<file path="src/rtl/mips32_exec_decode_pkg.sv">
// rtl/mips32_exec_decode_pkg.sv - opcode/funct constants and decode encodings for the exec/decode slice
package mips32_exec_decode_pkg;

    localparam int DATA_W = 32;

    localparam logic [5:0] OP_RTYPE = 6'b000000;
    localparam logic [5:0] OP_LW    = 6'b100011;
    localparam logic [5:0] OP_SW    = 6'b101011;
    localparam logic [5:0] OP_ADDI  = 6'b001000;
    localparam logic [5:0] OP_ADDIU = 6'b001001;
    localparam logic [5:0] OP_ANDI  = 6'b001100;
    localparam logic [5:0] OP_ORI   = 6'b001101;
    localparam logic [5:0] OP_BEQ   = 6'b000100;
    localparam logic [5:0] OP_BNE   = 6'b000101;
    localparam logic [5:0] OP_J     = 6'b000010;

    localparam logic [5:0] FN_ADD   = 6'b100000;
    localparam logic [5:0] FN_ADDU  = 6'b100001;
    localparam logic [5:0] FN_SUB   = 6'b100010;
    localparam logic [5:0] FN_SUBU  = 6'b100011;
    localparam logic [5:0] FN_AND   = 6'b100100;
    localparam logic [5:0] FN_OR    = 6'b100101;
    localparam logic [5:0] FN_XOR   = 6'b100110;
    localparam logic [5:0] FN_SLTU  = 6'b101011;
    localparam logic [5:0] FN_SLL   = 6'b000000;
    localparam logic [5:0] FN_SRL   = 6'b000010;

    typedef enum logic [2:0] {
        ALUOP_RTYPE = 3'b000,
        ALUOP_ADD   = 3'b001,
        ALUOP_SUB   = 3'b010,
        ALUOP_AND   = 3'b011,
        ALUOP_OR    = 3'b100
    } alu_op_e;

    typedef enum logic [2:0] {
        ALU_AND  = 3'b000,
        ALU_OR   = 3'b001,
        ALU_ADD  = 3'b010,
        ALU_XOR  = 3'b011,
        ALU_SLL  = 3'b100,
        ALU_SRL  = 3'b101,
        ALU_SUB  = 3'b110,
        ALU_SLTU = 3'b111
    } alu_ctrl_e;

    typedef enum logic [1:0] {
        SRC_RT   = 2'b00,
        SRC_SIMM = 2'b01,
        SRC_ZIMM = 2'b10,
        SRC_ZERO = 2'b11
    } alu_src_e;

    typedef struct packed {
        logic     reg_dest;
        logic     branch;
        logic     jump;
        logic     mem_read;
        logic     mem_write;
        logic     mem_to_reg;
        logic     reg_write;
        alu_src_e alu_src;
        alu_op_e  alu_op;
    } ctrl_t;

endpackage

</file>
<file path="src/rtl/mips32_exec_decode_if.sv">
// rtl/mips32_exec_decode_if.sv - instruction/operand inputs and registered control/result outputs
interface mips32_exec_decode_if;
    import mips32_exec_decode_pkg::*;

    logic [DATA_W-1:0] instruction;
    logic [DATA_W-1:0] rs_data;
    logic [DATA_W-1:0] rt_data;
    logic              reg_dest;
    logic [4:0]        write_reg;
    logic              branch;
    logic              branch_taken;
    logic              jump;
    logic              mem_read;
    logic              mem_write;
    logic              mem_to_reg;
    logic              reg_write;
    logic [1:0]        alu_src;
    logic [2:0]        alu_op;
    logic [2:0]        alu_ctrl;
    logic [DATA_W-1:0] alu_result;
    logic              zero;

    modport master (
        output instruction, rs_data, rt_data,
        input  reg_dest, write_reg, branch, branch_taken, jump, mem_read, mem_write,
               mem_to_reg, reg_write, alu_src, alu_op, alu_ctrl, alu_result, zero
    );

    modport slave (
        input  instruction, rs_data, rt_data,
        output reg_dest, write_reg, branch, branch_taken, jump, mem_read, mem_write,
               mem_to_reg, reg_write, alu_src, alu_op, alu_ctrl, alu_result, zero
    );
endinterface

</file>
<file path="src/rtl/mips32_alu_core.sv">
// rtl/mips32_alu_core.sv - combinational 32-bit ALU with zero flag
module mips32_alu_core
    import mips32_exec_decode_pkg::*;
(
    input  logic [DATA_W-1:0] i_a,
    input  logic [DATA_W-1:0] i_b,
    input  alu_ctrl_e         i_alu_ctrl,
    output logic [DATA_W-1:0] o_result,
    output logic              o_zero
);

    always_comb begin
        o_result = '0;
        case (i_alu_ctrl)
            ALU_AND:  o_result = i_a & i_b;
            ALU_OR:   o_result = i_a | i_b;
            ALU_ADD:  o_result = i_a + i_b;
            ALU_XOR:  o_result = i_a ^ i_b;
            ALU_SLL:  o_result = i_a << i_b[4:0];
            ALU_SRL:  o_result = i_a >> i_b[4:0];
            ALU_SUB:  o_result = i_a - i_b;
            ALU_SLTU: o_result = {{(DATA_W-1){1'b0}}, (i_a < i_b)};
            default:  o_result = '0;
        endcase
    end

    assign o_zero = (o_result == '0);

endmodule

</file>
<file path="src/rtl/mips32_exec_decode.sv">
// rtl/mips32_exec_decode.sv - registered main control, ALU control and ALU execute slice
module mips32_exec_decode
    import mips32_exec_decode_pkg::*;
#(
    parameter int WIDTH = 32
) (
    input  logic               clock,
    input  logic               reset_n,
    mips32_exec_decode_if.slave bus
);

    logic [5:0]       w_op;
    logic [5:0]       w_funct;
    logic [4:0]       w_rt;
    logic [4:0]       w_rd;
    logic [4:0]       w_shamt;
    logic [15:0]      w_imm;
    ctrl_t            w_ctrl;
    alu_ctrl_e        w_alu_ctrl;
    logic             w_is_shift;
    logic [WIDTH-1:0] w_op_a;
    logic [WIDTH-1:0] w_op_b;
    logic [WIDTH-1:0] w_result;
    logic             w_zero;
    logic             w_branch_taken;
    logic [4:0]       w_write_reg;

    ctrl_t            r_ctrl;
    alu_ctrl_e        r_alu_ctrl;
    logic [4:0]       r_write_reg;
    logic             r_branch_taken;
    logic [WIDTH-1:0] r_alu_result;
    logic             r_zero;

    assign w_op    = bus.instruction[31:26];
    assign w_rt    = bus.instruction[20:16];
    assign w_rd    = bus.instruction[15:11];
    assign w_shamt = bus.instruction[10:6];
    assign w_funct = bus.instruction[5:0];
    assign w_imm   = bus.instruction[15:0];

    // Unknown opcodes fall through with every control bit clear so they have no side effects
    always_comb begin
        w_ctrl        = '0;
        w_ctrl.alu_op = ALUOP_ADD;
        case (w_op)
            OP_RTYPE: begin
                w_ctrl.reg_dest  = 1'b1;
                w_ctrl.reg_write = 1'b1;
                w_ctrl.alu_op    = ALUOP_RTYPE;
            end
            OP_LW: begin
                w_ctrl.alu_src    = SRC_SIMM;
                w_ctrl.mem_read   = 1'b1;
                w_ctrl.mem_to_reg = 1'b1;
                w_ctrl.reg_write  = 1'b1;
            end
            OP_SW: begin
                w_ctrl.alu_src   = SRC_SIMM;
                w_ctrl.mem_write = 1'b1;
            end
            OP_ADDI, OP_ADDIU: begin
                w_ctrl.alu_src   = SRC_SIMM;
                w_ctrl.reg_write = 1'b1;
            end
            OP_ANDI: begin
                w_ctrl.alu_src   = SRC_ZIMM;
                w_ctrl.reg_write = 1'b1;
                w_ctrl.alu_op    = ALUOP_AND;
            end
            OP_ORI: begin
                w_ctrl.alu_src   = SRC_ZIMM;
                w_ctrl.reg_write = 1'b1;
                w_ctrl.alu_op    = ALUOP_OR;
            end
            OP_BEQ, OP_BNE: begin
                w_ctrl.branch = 1'b1;
                w_ctrl.alu_op = ALUOP_SUB;
            end
            OP_J:    w_ctrl.jump = 1'b1;
            default: ;
        endcase
    end

    always_comb begin
        w_alu_ctrl = ALU_ADD;
        case (w_ctrl.alu_op)
            ALUOP_RTYPE: begin
                case (w_funct)
                    FN_ADD, FN_ADDU: w_alu_ctrl = ALU_ADD;
                    FN_SUB, FN_SUBU: w_alu_ctrl = ALU_SUB;
                    FN_AND:          w_alu_ctrl = ALU_AND;
                    FN_OR:           w_alu_ctrl = ALU_OR;
                    FN_XOR:          w_alu_ctrl = ALU_XOR;
                    FN_SLTU:         w_alu_ctrl = ALU_SLTU;
                    FN_SLL:          w_alu_ctrl = ALU_SLL;
                    FN_SRL:          w_alu_ctrl = ALU_SRL;
                    default:         w_alu_ctrl = ALU_ADD;
                endcase
            end
            ALUOP_SUB: w_alu_ctrl = ALU_SUB;
            ALUOP_AND: w_alu_ctrl = ALU_AND;
            ALUOP_OR:  w_alu_ctrl = ALU_OR;
            default:   w_alu_ctrl = ALU_ADD;
        endcase
    end

    // Any R-type funct with bit 5 clear is treated as a shift-form operand pair (rt, shamt)
    assign w_is_shift = (w_op == OP_RTYPE) && !w_funct[5];

    always_comb begin
        w_op_a = bus.rs_data;
        w_op_b = '0;
        if (w_is_shift) begin
            w_op_a = bus.rt_data;
            w_op_b = {{(WIDTH-5){1'b0}}, w_shamt};
        end else begin
            case (w_ctrl.alu_src)
                SRC_RT:   w_op_b = bus.rt_data;
                SRC_SIMM: w_op_b = {{(WIDTH-16){w_imm[15]}}, w_imm};
                SRC_ZIMM: w_op_b = {{(WIDTH-16){1'b0}}, w_imm};
                default:  w_op_b = '0;
            endcase
        end
    end

    mips32_alu_core u_alu (
        .i_a        (w_op_a),
        .i_b        (w_op_b),
        .i_alu_ctrl (w_alu_ctrl),
        .o_result   (w_result),
        .o_zero     (w_zero)
    );

    assign w_branch_taken = ((w_op == OP_BEQ) && w_zero) || ((w_op == OP_BNE) && !w_zero);
    assign w_write_reg    = w_ctrl.reg_dest ? w_rd : w_rt;

    always_ff @(posedge clock or negedge reset_n) begin
        if (!reset_n) begin
            r_ctrl         <= '0;
            r_alu_ctrl     <= ALU_AND;
            r_write_reg    <= '0;
            r_branch_taken <= 1'b0;
            r_alu_result   <= '0;
            r_zero         <= 1'b0;
        end else begin
            r_ctrl         <= w_ctrl;
            r_alu_ctrl     <= w_alu_ctrl;
            r_write_reg    <= w_write_reg;
            r_branch_taken <= w_branch_taken;
            r_alu_result   <= w_result;
            r_zero         <= w_zero;
        end
    end

    assign bus.reg_dest     = r_ctrl.reg_dest;
    assign bus.write_reg    = r_write_reg;
    assign bus.branch       = r_ctrl.branch;
    assign bus.branch_taken = r_branch_taken;
    assign bus.jump         = r_ctrl.jump;
    assign bus.mem_read     = r_ctrl.mem_read;
    assign bus.mem_write    = r_ctrl.mem_write;
    assign bus.mem_to_reg   = r_ctrl.mem_to_reg;
    assign bus.reg_write    = r_ctrl.reg_write;
    assign bus.alu_src      = r_ctrl.alu_src;
    assign bus.alu_op       = r_ctrl.alu_op;
    assign bus.alu_ctrl     = r_alu_ctrl;
    assign bus.alu_result   = r_alu_result;
    assign bus.zero         = r_zero;

endmodule

</file>
<file path="src/flat_wrapper.sv">
// flat-port wrapper written by rule: the top's interface ports become plain ports
module mips32_exec_decode_flat import mips32_exec_decode_pkg::*;
#(
    parameter int WIDTH = 32
)
  (clock, reset_n, bus_instruction, bus_rs_data, bus_rt_data, bus_reg_dest, bus_write_reg, bus_branch, bus_branch_taken, bus_jump, bus_mem_read, bus_mem_write, bus_mem_to_reg, bus_reg_write, bus_alu_src, bus_alu_op, bus_alu_ctrl, bus_alu_result, bus_zero);
  mips32_exec_decode_if bus_i ();
  input  logic clock;
  input  logic reset_n;
  input wire logic [$bits(bus_i.instruction)-1:0] bus_instruction;
  input wire logic [$bits(bus_i.rs_data)-1:0] bus_rs_data;
  input wire logic [$bits(bus_i.rt_data)-1:0] bus_rt_data;
  output wire logic [$bits(bus_i.reg_dest)-1:0] bus_reg_dest;
  output wire logic [$bits(bus_i.write_reg)-1:0] bus_write_reg;
  output wire logic [$bits(bus_i.branch)-1:0] bus_branch;
  output wire logic [$bits(bus_i.branch_taken)-1:0] bus_branch_taken;
  output wire logic [$bits(bus_i.jump)-1:0] bus_jump;
  output wire logic [$bits(bus_i.mem_read)-1:0] bus_mem_read;
  output wire logic [$bits(bus_i.mem_write)-1:0] bus_mem_write;
  output wire logic [$bits(bus_i.mem_to_reg)-1:0] bus_mem_to_reg;
  output wire logic [$bits(bus_i.reg_write)-1:0] bus_reg_write;
  output wire logic [$bits(bus_i.alu_src)-1:0] bus_alu_src;
  output wire logic [$bits(bus_i.alu_op)-1:0] bus_alu_op;
  output wire logic [$bits(bus_i.alu_ctrl)-1:0] bus_alu_ctrl;
  output wire logic [$bits(bus_i.alu_result)-1:0] bus_alu_result;
  output wire logic [$bits(bus_i.zero)-1:0] bus_zero;
  assign bus_i.instruction = bus_instruction;
  assign bus_i.rs_data = bus_rs_data;
  assign bus_i.rt_data = bus_rt_data;
  assign bus_reg_dest = bus_i.reg_dest;
  assign bus_write_reg = bus_i.write_reg;
  assign bus_branch = bus_i.branch;
  assign bus_branch_taken = bus_i.branch_taken;
  assign bus_jump = bus_i.jump;
  assign bus_mem_read = bus_i.mem_read;
  assign bus_mem_write = bus_i.mem_write;
  assign bus_mem_to_reg = bus_i.mem_to_reg;
  assign bus_reg_write = bus_i.reg_write;
  assign bus_alu_src = bus_i.alu_src;
  assign bus_alu_op = bus_i.alu_op;
  assign bus_alu_ctrl = bus_i.alu_ctrl;
  assign bus_alu_result = bus_i.alu_result;
  assign bus_zero = bus_i.zero;
  mips32_exec_decode #(.WIDTH(WIDTH)) u_core (.clock(clock), .reset_n(reset_n), .bus(bus_i));
endmodule
</file>
<file path="config.mk">
export PLATFORM = sky130hd
export DESIGN_NAME = mips32_exec_decode_flat
export DESIGN_NICKNAME = d
export VERILOG_FILES = /design/src/rtl/mips32_exec_decode_pkg.sv /design/src/rtl/mips32_exec_decode_if.sv /design/src/rtl/mips32_alu_core.sv /design/src/rtl/mips32_exec_decode.sv /design/src/flat_wrapper.sv
export SDC_FILE = /design/constraint.sdc
export NUM_CORES = 1
export LEC_CHECK = 0
export CORE_ASPECT_RATIO = 2
export CORE_MARGIN = 10
export CORE_UTILIZATION = 40
export DETAILED_ROUTE_END_ITERATION = 10
export REMOVE_ABC_BUFFERS = 1
export SLEW_MARGIN = 20
export SYNTH_ARGS = -nofsm -noshare
export SYNTH_HDL_FRONTEND = slang
export SYNTH_SLANG_ARGS = --single-unit
</file>
<file path="constraint.sdc">
create_clock -name clock -period 0.8 [get_ports clock]
set_input_delay 0.16 -clock clock [delete_from_list [all_inputs] [get_ports clock]]
set_output_delay 0.16 -clock clock [all_outputs]
set_load 0.02 [all_outputs]
</file>
==> results of run 1 <==
-- routing by layer --
metal / GRT overflow / GRT usage (%)
met5: 0 / 8.15
met4: 61 / 69.8
met3: 1 / 43.5
met2: 86 / 86.0
met1: 4 / 60.7
-- synthesized netlist by cell type (all sizes together) (12+ instances only) --
cell type  instances  share of area [%]
a221oi            13                1.0
inv               97                3.2
nand3             30                1.3
buf               38                1.7
o21a              14               0.93
xnor2             18                1.4
nor4              18                1.0
a21o              22                1.5
a211oi            45                3.3
mux2i             48                4.5
or2               16               0.88
o211ai            20                1.3
o22ai             46                3.0
dfrtp             53                 12
and3              35                1.9
a31oi             24                1.3
o21ai             93                4.1
nor3             148                6.5
clkbuf            85                2.8
o31ai             13               0.86
a21oi            163                7.2
ha                97                 11
o221ai            18                1.4
nor2             183                6.2
nand2b            12               0.66
nand2            162                5.4
-- what timing repair did --
item                                   in CTS
setup buffers                             118
gates cloned                                7
hold buffers                                1
pin swaps                                 123
endpoints found under the hold margin      53
setup endpoints to repair                 107
gates resized for setup                   781
-- per-stage QoR --
step                      util (%)  setup TNS, ns  std cells  worst slack (ns)
after CTS                     77.0        -128.27       2951             -4.80
after detailed placement      65.5        -183.24       2817             -6.25
after global placement        65.5        -179.70       2817             -6.11
after floorplan                  -        -153.70       1572             -6.02
-- kinds of logic after synthesis --
logic type	after synthesis	synth area share, %
AOI/OAI and AO/OA	591	35.4
xor gates and xnor gates	21	1.63
DFF	53	11.7
muxes	50	4.70
buffers and inverters	221	7.78
adders and majority gates	99	11.1
and+or+nand+nor	660	27.7
==> run_results.csv, run 1 <==
group,metric,value,unit
status,status,"aborted with a tool error",
logic_synthesis,syn_area_per_cell,6.68,um^2
clock_network,cts-root-buf,"clkbuf_16",
die,rows,87,
place,place_congestion,1.23,
grt,grt_max_degree,54,
logic_synthesis,ys.flop_type,"dfrtp_1",
logic_synthesis,yosys_warnings,0,
logic_synthesis,synth-seq-area-share,11.7,%
die,start_util,40.3,%
die,die_x,139,um
logic_synthesis,syn-instance-count,1695,
place,dp_hpwl,66100,um
place,io_buffer_count,146,
clock_network,h-tree-depth,2,
timing,worst-endpoint-pin-kind,"register input",
status,error,"[ERROR GRT-0232] Routing congestion too high. Check the congestion heatmap in the GUI.",
clock_network,clk_path_buf_depth,2,
logic_synthesis,synth_seq_cells,53,
clock_network,cts_buffers,5,
die,die_h,258,um
grt,grtUsageTotal,64.1,%
logic_synthesis,synth-edff-count,0,
place,place_area,0.0184,mm^2
status,flow.stopped_at,"5_1_grt",
logic_synthesis,async_reset_ff_share,100,%
logic_synthesis,synthDistinctLibCells,94,
logic_synthesis,syn-cell-area,0.0113,mm^2
grt,grt_overflow,152,
timing,crit_endpoint,"u_core.bus.branch_taken$_DFF_PN0_/D",
clock_network,clkSinkCount,53,
die,ios,152,
==> run 2: changes to the inputs <==
--- a/config.mk
+++ b/config.mk
@@ -5,10 +5,10 @@
 export SDC_FILE = /design/constraint.sdc
 export NUM_CORES = 1
 export LEC_CHECK = 0
-export CORE_ASPECT_RATIO = 2
 export CORE_MARGIN = 10
-export CORE_UTILIZATION = 40
+export CORE_UTILIZATION = 25
 export DETAILED_ROUTE_END_ITERATION = 10
+export PLACE_DENSITY_LB_ADDON = 0.15
 export REMOVE_ABC_BUFFERS = 1
 export SLEW_MARGIN = 20
 export SYNTH_ARGS = -nofsm -noshare
==> run_results.csv, run 2 <==
group,metric,value,unit
finish,layout.nets,2821,
worst_setup_path,cp.required,1.08,ns
logic_synthesis,synthDistinctLibCells,94,
route,viasPerCell,5.64,
die,die_h,233,um
finish,stdcell_count,3219,
finish,largest_register_ffs,32,
clock_network,clkSinkCount,53,
worst_setup_path,cp.arrival,5.91,ns
grt,grt_pass1_vias,17700,
clock_network,tritoncts,"built",
timing,max-slew-margin-rel,36.6,%
status,status,"complete, but fails checks",
logic_synthesis,synth_area_leaders,"dfrtp_1 (12%), ha_1 (11%), a21oi_1 (7.2%)",
die,die_x,233,um
clock_network,cts-root-buf,"clkbuf_16",
grt,grt_max_degree,46,
logic_synthesis,synth_top_area_cell,"dfrtp_1",
timing,rsz0062_at_grt,"true",
logic_synthesis,syn-cell-area,0.0113,mm^2
worst_setup_path,path_delay_family,"simple AND/OR/NAND/NOR gates",
grt,grtUsageTotal,30.2,%
worst_setup_path,endpoint_kind,"register",
place,place_congestion,1.04,
job,drv_cap,0,
finish,register_area,0.00133,mm^2
timing,finalHoldViolations,0,
timing,fin_crit,5.63,ns
die,ios,152,
logic_synthesis,synth_seq_cells,53,
finish,final_common_cell,"buf_4",
place,place_area,0.0191,mm^2
logic_synthesis,yosys_warnings,0,
grt,antenna_found_initial,3,
logic_synthesis,syn_area_per_cell,6.68,um^2
logic_synthesis,syn-instance-count,1695,
power_and_ir_drop,p_per_area,1180,mW/mm^2
place,io_buffer_count,146,
route,vias,18200,
timing,fmax,178,MHz
finish,multi_input_area,0.0114,mm^2
logic_synthesis,synth_top_area_share,11.7,%
timing,tightest_slew,0.942,ns
clock_network,h-tree-depth,2,
worst_setup_path,critical_path_class,"in -> reg",
die,coreArea,0.0445,mm^2
logic_synthesis,async_reset_ff_share,100,%
clock_network,cts.clk_slew.worst_paths,0.08,ns
logic_synthesis,synth_common_cells,"nor2_1 (182), a21oi_1 (162), nand2_1 (161), nor3_1 (148), ha_1 (97)",
status,failed_checks,"negative setup slack",
power_and_ir_drop,power,0.0273,W
route,antenna_left,0,
route,drc,0,
worst_setup_path,critical_path.cell_chain,"buf_6, or4_4, buf_6, nor2_8, buf_12, buf_6, mux2i_4, inv_2, ha_4, nand4_1, buf_4, nor3_4, a21oi_4, o31ai_4, a21oi_2, xnor2_1, a221o_1, o32a_1, or4_1, a221o_1, or4_4, nor4b_4, mux2i_1",
timing,finalSetupViolations,102,
finish,final_util,52.2,%
grt,grt_overflow,0,
logic_synthesis,ys.flop_type,"dfrtp_1",
timing,setup_slack,-4.83,ns
clock_network,cts_buffers,5,
timing,fin_setup_tns,-129.58,ns
worst_setup_path,critPathLaunch,"bus_instruction[26]",
place,dp_hpwl,68200,um
die,dieArea,0.0542,mm^2
power_and_ir_drop,leakagePower,10.6,nW
power_and_ir_drop,peakVddDrop,0.000902,V
place,dp.cells,3094,
die,rows,77,
die,start_util,25.4,%
logic_synthesis,synth-edff-count,0,
finish,synthToLayoutAreaGrowth,105,%
worst_setup_path,worst-path-buf-inv,6,
route,drtIter0Drc,1871,
finish,final_cell_area,0.0232,mm^2
finish,layout_common_cells,"buf_4 (744), buf_6 (173), nor2_1 (162)",
worst_setup_path,critPathMaxStageDelay,0.62,ns
finish,num-fill-cells,4341,
timing,period_share,704,%
worst_hold_path,min_path_type,"in -> reg",
clock_network,clk_path_buf_depth,2,
logic_synthesis,yosysMostFrequentCell,"nor2_1",
timing,drv_slew,0,
worst_setup_path,crit_slowest_cell,"or4_4",
route,finalWirelength,86400,um
route,drt-pass1-iter-count,5,
logic_synthesis,synth-seq-area-share,11.7,%
worst_setup_path,cp-start-kind,"input pin",
worst_setup_path,worst_path_most_repeated_cell,"buf_6",
worst_setup_path,crit_fanout,7,
grt,grt_pass1_wl,121000,um
route,routedWlPerCell,26.9,um
finish,drive_gt1_share,49.9,%
worst_hold_path,min_from,"bus_instruction[31]",
==> run 2: report_power, final <==
part	total (W)	internal [W]	switching, W	leakage, nW
clock	0.00303	0.00150	0.00153	0.0800
combinational	0.0210	0.0102	0.0108	9.86
sequential	0.00333	0.00310	0.000228	0.646
total	0.0273	0.0148	0.0125	10.6
==> run 2: layout make-up <==
class	instances	area share, %
timing repair buffer	1045	39.7
sequential	53	5.71
antenna	2	0.0216
clock buffer	5	0.539
multi-input combinational	1421	49.0
tap	592	3.19
clock inverter	3	0.199
inverter	98	1.62
==> run 2: worst min-delay path: stages <==
cell	delay, ns
buf_8	0.10
buf_4	0.12
nor4b_2	0.04
==> run 2: worst paths after layout <==
path | slack [ns] | cells after the start | end
max | -4.83 | 23 | u_core.bus.branch_taken
min | 0.10 | 3 | u_core.bus.jump
max in group asynchronous | 0.26 | 3 | u_core.bus.alu_result[18]
min in group asynchronous | 0.31 | 3 | u_core.bus.alu_result[22]
==> run 2: stage by stage <==
stage,hold slack [ns],setup WS (ns)
floorplan,-0.136,-6.02
global placement,0.161,-6.16
detailed placement,0.166,-6.22
CTS,0.0783,-4.68
global route,0.100,-4.97
finish,0.102,-4.83
==> run 2: what timing repair did <==
item                                   CTS  global route
hold buffers                             1             0
setup buffers                           98            58
pin swaps                              113           141
setup endpoints to repair              107           106
resized for setup                      527           433
endpoints found under the hold margin   53             0
gates cloned                             4             2
==> run 2: metal layers <==
layer	up-vias	GRT usage [%]	wire (um)
li1	8182	-	-
met5	-	0	0
met4	0	13.4	4800
met1	8822	39.7	36500
met2	940	47.8	37900
met3	222	4.95	7250
==> run 2: cells by family (layout without fill, tap and decap cells) <==
kind of cell	count (synthesis)	after routing	synth area share (%)
and+or+nand+nor	660	660	27.7
AOI/OAI and AO/OA	591	591	35.4
buffers and inverters	221	1151	7.78
adders and majority gates	99	99	11.1
DFF	53	53	11.7
muxes	50	50	4.70
xor gates and xnor gates	21	21	1.63
other	0	2	0
(Power assumes the default switching activity.)
